[src/rtl/aes_kat_pkg.sv]
// Purpose: shared types, FIPS-197 Appendix C vectors and helpers for the AES KAT sequencer.
// Latency: n/a (declarations only).
// Backpressure: n/a.
package aes_kat_pkg;

    typedef enum logic [2:0] {
        S_IDLE,
        S_ISSUE,
        S_WAIT,
        S_CHECK,
        S_NEXT,
        S_FINISH
    } state_t;

    localparam int NUM_TESTS = 6;

    // Test index: bit 0 selects decrypt, bits [2:1] select key size.
    localparam logic [2:0] T_ENC128 = 3'd0;
    localparam logic [2:0] T_DEC128 = 3'd1;
    localparam logic [2:0] T_ENC192 = 3'd2;
    localparam logic [2:0] T_DEC192 = 3'd3;
    localparam logic [2:0] T_ENC256 = 3'd4;
    localparam logic [2:0] T_DEC256 = 3'd5;

    localparam logic [1:0] KL128 = 2'b10;
    localparam logic [1:0] KL192 = 2'b01;
    localparam logic [1:0] KL256 = 2'b11;

    localparam logic [127:0] PT     = 128'h00112233445566778899aabbccddeeff;
    localparam logic [127:0] KEY128 = 128'h000102030405060708090a0b0c0d0e0f;
    localparam logic [191:0] KEY192 = 192'h000102030405060708090a0b0c0d0e0f1011121314151617;
    localparam logic [255:0] KEY256 = 256'h000102030405060708090a0b0c0d0e0f101112131415161718191a1b1c1d1e1f;
    localparam logic [127:0] CT128  = 128'h69c4e0d86a7b0430d8cdb78070b4c55a;
    localparam logic [127:0] CT192  = 128'hdda97ca4864cdfe06eaf70a0ec0d7191;
    localparam logic [127:0] CT256  = 128'h8ea2b7ca516745bfeafc49904b496089;

    // Lowest enabled test index >= lo; returns {found, index}.
    function automatic logic [3:0] find_enabled(input logic [5:0] mask, input logic [3:0] lo);
        logic [3:0] r;
        r = '0;
        for (int i = NUM_TESTS - 1; i >= 0; i--) begin
            if (mask[i] && (4'(i) >= lo)) r = {1'b1, 3'(i)};
        end
        return r;
    endfunction

endpackage

[src/rtl/aes_kat_sequencer_if.sv]
// Purpose: start/done handshake and data buses between the KAT sequencer and the AES core.
// Latency: n/a (wiring only).
// Backpressure: none; the core answers with a one-cycle core_done pulse.
interface aes_kat_sequencer_if;
    logic         core_start;
    logic         core_decrypt;
    logic [1:0]   core_key_len;
    logic [255:0] core_key;
    logic [127:0] core_din;
    logic         core_done;
    logic [127:0] core_dout;

    modport master (
        output core_start, core_decrypt, core_key_len, core_key, core_din,
        input  core_done, core_dout
    );

    modport slave (
        input  core_start, core_decrypt, core_key_len, core_key, core_din,
        output core_done, core_dout
    );
endinterface

[src/rtl/aes_kat_rom.sv]
// Purpose: combinational vector lookup, test index -> {decrypt, key_len, key, din, expected}.
// Latency: 0 cycles (pure combinational).
// Backpressure: none.
module aes_kat_rom
    import aes_kat_pkg::*;
(
    input  logic [2:0]   idx,
    output logic         decrypt,
    output logic [1:0]   key_len,
    output logic [255:0] key,
    output logic [127:0] din,
    output logic [127:0] expected
);

    logic [127:0] ct;
    logic         valid;

    // Pick key and ciphertext by key size; decrypt tests swap input and expected blocks.
    always_comb begin
        decrypt  = 1'b0;
        key_len  = '0;
        key      = '0;
        din      = '0;
        expected = '0;
        ct       = '0;
        valid    = 1'b1;
        case (idx[2:1])
            2'd0: begin key_len = KL128; key = {KEY128, 128'h0}; ct = CT128; end
            2'd1: begin key_len = KL192; key = {KEY192, 64'h0};  ct = CT192; end
            2'd2: begin key_len = KL256; key = KEY256;           ct = CT256; end
            default: valid = 1'b0;
        endcase
        if (valid) begin
            decrypt  = idx[0];
            din      = idx[0] ? ct : PT;
            expected = idx[0] ? PT : ct;
        end
    end

endmodule

[src/rtl/aes_kat_sequencer.sv]
// Purpose: runs the enabled FIPS-197 known-answer tests on one AES core and records pass/fail/timeout.
// Latency: L+3 cycles per test for core latency L (TIMEOUT_CYCLES+2 on timeout), done one cycle after the last test.
// Backpressure: start ignored while a run is in progress; core_done ignored outside the wait state.
module aes_kat_sequencer
    import aes_kat_pkg::*;
#(
    parameter int TIMEOUT_CYCLES = 64,
    parameter int TO_W           = 8
) (
    input  logic        clk,
    input  logic        rst,
    input  logic        start,
    input  logic [5:0]  test_en,
    output logic        busy,
    output logic        done,
    output logic        pass,
    output logic [5:0]  fail_vec,
    output logic [5:0]  timeout_vec,
    output logic [2:0]  cur_test,
    aes_kat_sequencer_if.master core
);

    localparam logic [TO_W-1:0] TO_LAST = TO_W'(TIMEOUT_CYCLES - 1);

    state_t          state, state_d;
    logic [5:0]      mask_q;
    logic [2:0]      cur_q;
    logic [5:0]      fail_q;
    logic [5:0]      tmo_q;
    logic            pass_q;
    logic [TO_W-1:0] to_cnt;
    logic [127:0]    dout_q;

    logic            accept;
    logic            to_last;
    logic            drive;
    logic [3:0]      first_idx;
    logic [3:0]      next_idx;

    logic            rom_dec;
    logic [1:0]      rom_kl;
    logic [255:0]    rom_key;
    logic [127:0]    rom_din;
    logic [127:0]    rom_exp;

    aes_kat_rom u_rom (
        .idx      (cur_q),
        .decrypt  (rom_dec),
        .key_len  (rom_kl),
        .key      (rom_key),
        .din      (rom_din),
        .expected (rom_exp)
    );

    assign first_idx = find_enabled(test_en, 4'd0);
    assign next_idx  = find_enabled(mask_q, {1'b0, cur_q} + 4'd1);
    assign to_last   = (to_cnt == TO_LAST);

    // State register.
    always_ff @(posedge clk) begin
        if (rst) state <= S_IDLE;
        else     state <= state_d;
    end

    // Next-state decode and state-derived controls.
    always_comb begin
        state_d = state;
        accept  = 1'b0;
        drive   = 1'b0;
        case (state)
            S_IDLE: begin
                if (start && (test_en != '0)) begin
                    accept  = 1'b1;
                    state_d = S_ISSUE;
                end
            end
            S_ISSUE: begin
                drive   = 1'b1;
                state_d = S_WAIT;
            end
            S_WAIT: begin
                drive = 1'b1;
                // core_done on the limit cycle wins over the timeout.
                if (core.core_done)  state_d = S_CHECK;
                else if (to_last)    state_d = S_NEXT;
            end
            S_CHECK:  state_d = S_NEXT;
            S_NEXT:   state_d = next_idx[3] ? S_ISSUE : S_FINISH;
            S_FINISH: state_d = S_IDLE;
            default:  state_d = S_IDLE;
        endcase
    end

    // Run bookkeeping: mask latch, current test, result capture, status flags.
    always_ff @(posedge clk) begin
        if (rst) begin
            mask_q <= '0;
            cur_q  <= '0;
            fail_q <= '0;
            tmo_q  <= '0;
            pass_q <= 1'b0;
            to_cnt <= '0;
            dout_q <= '0;
        end else begin
            case (state)
                S_IDLE: begin
                    if (accept) begin
                        mask_q <= test_en;
                        cur_q  <= first_idx[2:0];
                        fail_q <= '0;
                        tmo_q  <= '0;
                        pass_q <= 1'b0;
                    end
                end
                S_ISSUE: to_cnt <= '0;
                S_WAIT: begin
                    to_cnt <= to_cnt + 1'b1;
                    if (core.core_done) dout_q <= core.core_dout;
                    else if (to_last)   tmo_q[cur_q] <= 1'b1;
                end
                S_CHECK: begin
                    if (dout_q != rom_exp) fail_q[cur_q] <= 1'b1;
                end
                S_NEXT: begin
                    // Flags are final here, so pass is valid alongside the done pulse.
                    if (next_idx[3]) begin
                        cur_q <= next_idx[2:0];
                    end else begin
                        cur_q  <= '0;
                        pass_q <= ((fail_q | tmo_q) == '0);
                    end
                end
                default: ;
            endcase
        end
    end

    assign busy        = (state != S_IDLE) && (state != S_FINISH);
    assign done        = (state == S_FINISH);
    assign pass        = pass_q;
    assign fail_vec    = fail_q;
    assign timeout_vec = tmo_q;
    assign cur_test    = cur_q;

    // Core request is only presented from issue until the wait ends.
    assign core.core_start   = (state == S_ISSUE);
    assign core.core_decrypt = drive & rom_dec;
    assign core.core_key_len = drive ? rom_kl  : '0;
    assign core.core_key     = drive ? rom_key : '0;
    assign core.core_din     = drive ? rom_din : '0;

endmodule

[src/flat_wrapper.sv]
// flat-port wrapper written by rule: the top's interface ports become plain ports
module aes_kat_sequencer_flat import aes_kat_pkg::*;
#(
    parameter int TIMEOUT_CYCLES = 64,
    parameter int TO_W           = 8
)
  (clk, rst, start, test_en, busy, done, pass, fail_vec, timeout_vec, cur_test, core_core_start, core_core_decrypt, core_core_key_len, core_core_key, core_core_din, core_core_done, core_core_dout);
  aes_kat_sequencer_if core_i ();
  input  logic clk;
  input  logic rst;
  input  logic start;
  input  logic [5:0] test_en;
  output logic busy;
  output logic done;
  output logic pass;
  output logic [5:0] fail_vec;
  output logic [5:0] timeout_vec;
  output logic [2:0] cur_test;
  output wire logic [$bits(core_i.core_start)-1:0] core_core_start;
  output wire logic [$bits(core_i.core_decrypt)-1:0] core_core_decrypt;
  output wire logic [$bits(core_i.core_key_len)-1:0] core_core_key_len;
  output wire logic [$bits(core_i.core_key)-1:0] core_core_key;
  output wire logic [$bits(core_i.core_din)-1:0] core_core_din;
  input wire logic [$bits(core_i.core_done)-1:0] core_core_done;
  input wire logic [$bits(core_i.core_dout)-1:0] core_core_dout;
  assign core_core_start = core_i.core_start;
  assign core_core_decrypt = core_i.core_decrypt;
  assign core_core_key_len = core_i.core_key_len;
  assign core_core_key = core_i.core_key;
  assign core_core_din = core_i.core_din;
  assign core_i.core_done = core_core_done;
  assign core_i.core_dout = core_core_dout;
  aes_kat_sequencer #(.TIMEOUT_CYCLES(TIMEOUT_CYCLES), .TO_W(TO_W)) u_core (.clk(clk), .rst(rst), .start(start), .test_en(test_en), .busy(busy), .done(done), .pass(pass), .fail_vec(fail_vec), .timeout_vec(timeout_vec), .cur_test(cur_test), .core(core_i));
endmodule
[config.mk]
export PLATFORM = sky130hd
export DESIGN_NAME = aes_kat_sequencer_flat
export DESIGN_NICKNAME = d
export VERILOG_FILES = /design/src/rtl/aes_kat_pkg.sv /design/src/rtl/aes_kat_sequencer_if.sv /design/src/rtl/aes_kat_rom.sv /design/src/rtl/aes_kat_sequencer.sv /design/src/flat_wrapper.sv
export SDC_FILE = /design/constraint.sdc
export NUM_CORES = 1
export LEC_CHECK = 0
export ABC_CLOCK_PERIOD_IN_PS = 10700
export CORE_AREA = 2 2 209 211
export CTS_BUF_LIST = sky130_fd_sc_hd__clkbuf_8
export DETAILED_ROUTE_END_ITERATION = 10
export DIE_AREA = 0 0 211 213
export PLACE_DENSITY = 0.63
export SETUP_SLACK_MARGIN = 0.15
export SLEW_MARGIN = 20
export SYNTH_ARGS = -nofsm -noshare
export SYNTH_HDL_FRONTEND = slang
export SYNTH_HIERARCHICAL = 1
export SYNTH_SLANG_ARGS = --single-unit
[constraint.sdc]
create_clock -name clk -period 10.7 [get_ports clk]
set_clock_uncertainty 0.1 [all_clocks]
set_input_delay 2.14 -clock clk [delete_from_list [all_inputs] [get_ports clk]]
set_output_delay 2.14 -clock clk [all_outputs]
set_load 0.1 [all_outputs]
==> results.md <==
* Fin util at 36.5%
* Yosys reg bits at 161
* Most frequent cell after synthesis: buf_4
* Worst Path Arrival at 4.58 ns
* Period minus WS final at 6.82 ns
* Cts repair resizes at 0
* Chip width at 211 um
* Routed via count at 10,400
* Vias in the first global route at 9,117
* Final ANT Viol Nets at 0
* Synth Flop Type: dfxtp_1
* RD Place Congestion at 0.826
* Layout net count at 2,058
* CTS tree: built
* Via density at 4.19
* Fin Setup TNS at 0 ns
* CP Launch Type: flop
* CTS Sinks at 161
* Layout cells sized above 1 at 3.80%
* Outcome: complete, no violations
* Required @ worst endpoint at 8.46 ns
* Synth top area cells: buf_4, dfxtp_1, and2_1
* WL final at 38.0 mm
* Post-synth EDFFs at 0
* Yosys warns at 6
* Initial Util at 32.8%
* H-tree level count at 4
* Hpwl dp at 29.0 mm
* DRT iter0 DRCs at 573
* Num CTS Buffers at 17
* Max_slew headroom at 26.5%
* Worst slew pin tran at 1.10 ns
* Area growth syn-to-layout at 11.2%
* Synth cell count leaders: buf_4, and2_1, nand2_1
* Design Area, Final at 15,600 um^2
* Clock tree root driver cell: clkbuf_8
* RSZ-0062 raised after global routing: false
* Worst VDD drop at 107 uV
* WL/cell at 15.3 um
* Placed cell areas at 15,100 um^2
* Final hold vios at 0
* FP Rows at 76
* Total grt overflow at 0
* CTS max path bufs at 2
* Fin crit share at 63.7%
* Crit end category: output port
* Die ar. at 44,900 um^2
* Die Y at 213 um
* Fin cells at 2,474
* Synthesized cell area at 14,000 um^2
* Cell area power density at 204 nW/um^2
* Fillcell total at 4,498
* Worst min path class: flop to flop
* Post-Syn Instances at 1,908
* Total track usage at 15.8%
* Pin count of the biggest net entering global routing at 304
* Drt pass-1 iters at 5
* Synth async-reset ratio at 0%
* Leading area contributor after synthesis: buf_4
* Clk slew on worst S/H paths at 0.09 ns
* MaxCap Viol Count at 0
* I/O Buffers at 362
* Post-synth top area share at 26.1%
* Hold_buf cts at 0
* CP max FO at 22
* Sequential area share after synthesis at 23.0%
* # setup viols final at 0
* Mapped Avg Cell Area at 7.35 um^2
* Core ar. at 42,700 um^2
* Synth cell types at 53
* # IOs at 544
* Clock Latency Late Sink at 0.47 ns
* Setup Fix Bufs, Post-CTS at 0
* Post-placement cell count at 2,437
* # DRC at 0
* Leakage at 0.00599 uW
* Global-route wire length before repair at 54.3 mm
* CP Class: flop to output port
* Fmax at 0.147 GHz
* Total power at 3180 uW
* Pins Over Slew Limit at 0
* Initial antenna violation count at 4
==> worst paths after layout <==
check	end	slack, ns	startpoint	cells after the start
min	u_core/dout_q[45]	0.37	u_core/dout_q[45]	2
max	core_core_din[0]	3.88	u_core/cur_test[1]	6
min reg2reg	u_core/dout_q[45]	0.37	u_core/dout_q[45]	2
max reg2reg	u_core/fail_vec[3]	5.78	u_core/cur_test[1]	11
==> sequential cells by signal (all words and copies together) (netlist names) <==
name                count
u_core/timeout_vec      6
u_core/dout_q         128
u_core/mask_q           6
u_core/cur_test         3
u_core/pass             1
u_core/fail_vec         6
u_core/to_cnt           8
u_core/state            3
==> power breakdown <==
part           total (uW)  switching [uW]  internal (uW)
Sequential            636            19.5            617
Combinational        2050            1670            382
Clock                 491             242            249
Total                3180            1930           1250
==> placed cells by master (no fill, tap or decap), drive strengths merged, types with 7 or more instances in the layout <==
master,Yosys,final
buf,514,18
nand2,282,282
nand3,12,12
nor3,13,13
ha,10,10
clkbuf,67,19
inv,17,24
nand4,19,19
a21oi,156,156
dfxtp,161,161
xnor2,53,53
nor2,35,35
nand2b,7,7
and2,394,394
a211oi,7,7
conb,1,186
nor4,30,30
o21ai,11,11
xor2,74,74
clkdlybuf4s50,0,361
==> kinds of logic (layout without fill, tap and decap cells) <==
kind of cell | after synthesis | count (layout) | share of synthesized area [%]
xor+xnor | 127 | 127 | 7.94
compound gates | 200 | 200 | 7.89
simple gates | 807 | 807 | 30.5
fa+ha+maj | 10 | 10 | 0.893
other cells | 1 | 191 | 0.0268
mux | 4 | 4 | 0.295
buf+inv | 598 | 428 | 29.4
flops | 161 | 161 | 23.0
==> routing by layer <==
metal	global-route usage [%]	wire length [um]	vias to the layer above
li1	-	-	5359
met1	18.9	16000	4626
met2	28.4	19300	348
met3	2.59	2010	25
met4	5.29	655	0
met5	0	0	-
==> through the flow <==
| step | setup slack (ns) | hold slack (ns) |
|---|---|---|
| 3_3_place_gp | 4.33 | 0.354 |
| 2_1_floorplan | 4.70 | 0.346 |
| 3_5_place_dp | 4.21 | 0.360 |
| 6_report | 3.88 | 0.371 |
| 5_1_grt | 3.42 | 0.388 |
| 4_1_cts | 3.67 | 0.373 |
==> layout make-up <==
class / count / area (um^2) / area share [%]
diodes: 5 / 12.5 / 0.0803
clock buffers: 19 / 262 / 1.68
clock inverters: 13 / 173 / 1.11
inverters: 17 / 63.8 / 0.410
multi-input cells: 1334 / 7400 / 47.5
flip-flops and latches: 161 / 3220 / 20.7
well taps: 546 / 683 / 4.38
repair buffers: 379 / 3760 / 24.1
==> worst max-delay path, stage by stage, from the launching register on <==
cell and delay, ns:
dfxtp_1 0.87, inv_1 0.20, ha_1 0.68, inv_1 0.19, a21oi_1 0.79, and2_1 0.24
clkdlybuf4s50_1 1.14
Note: power is estimated with default switching activity, not from simulation.
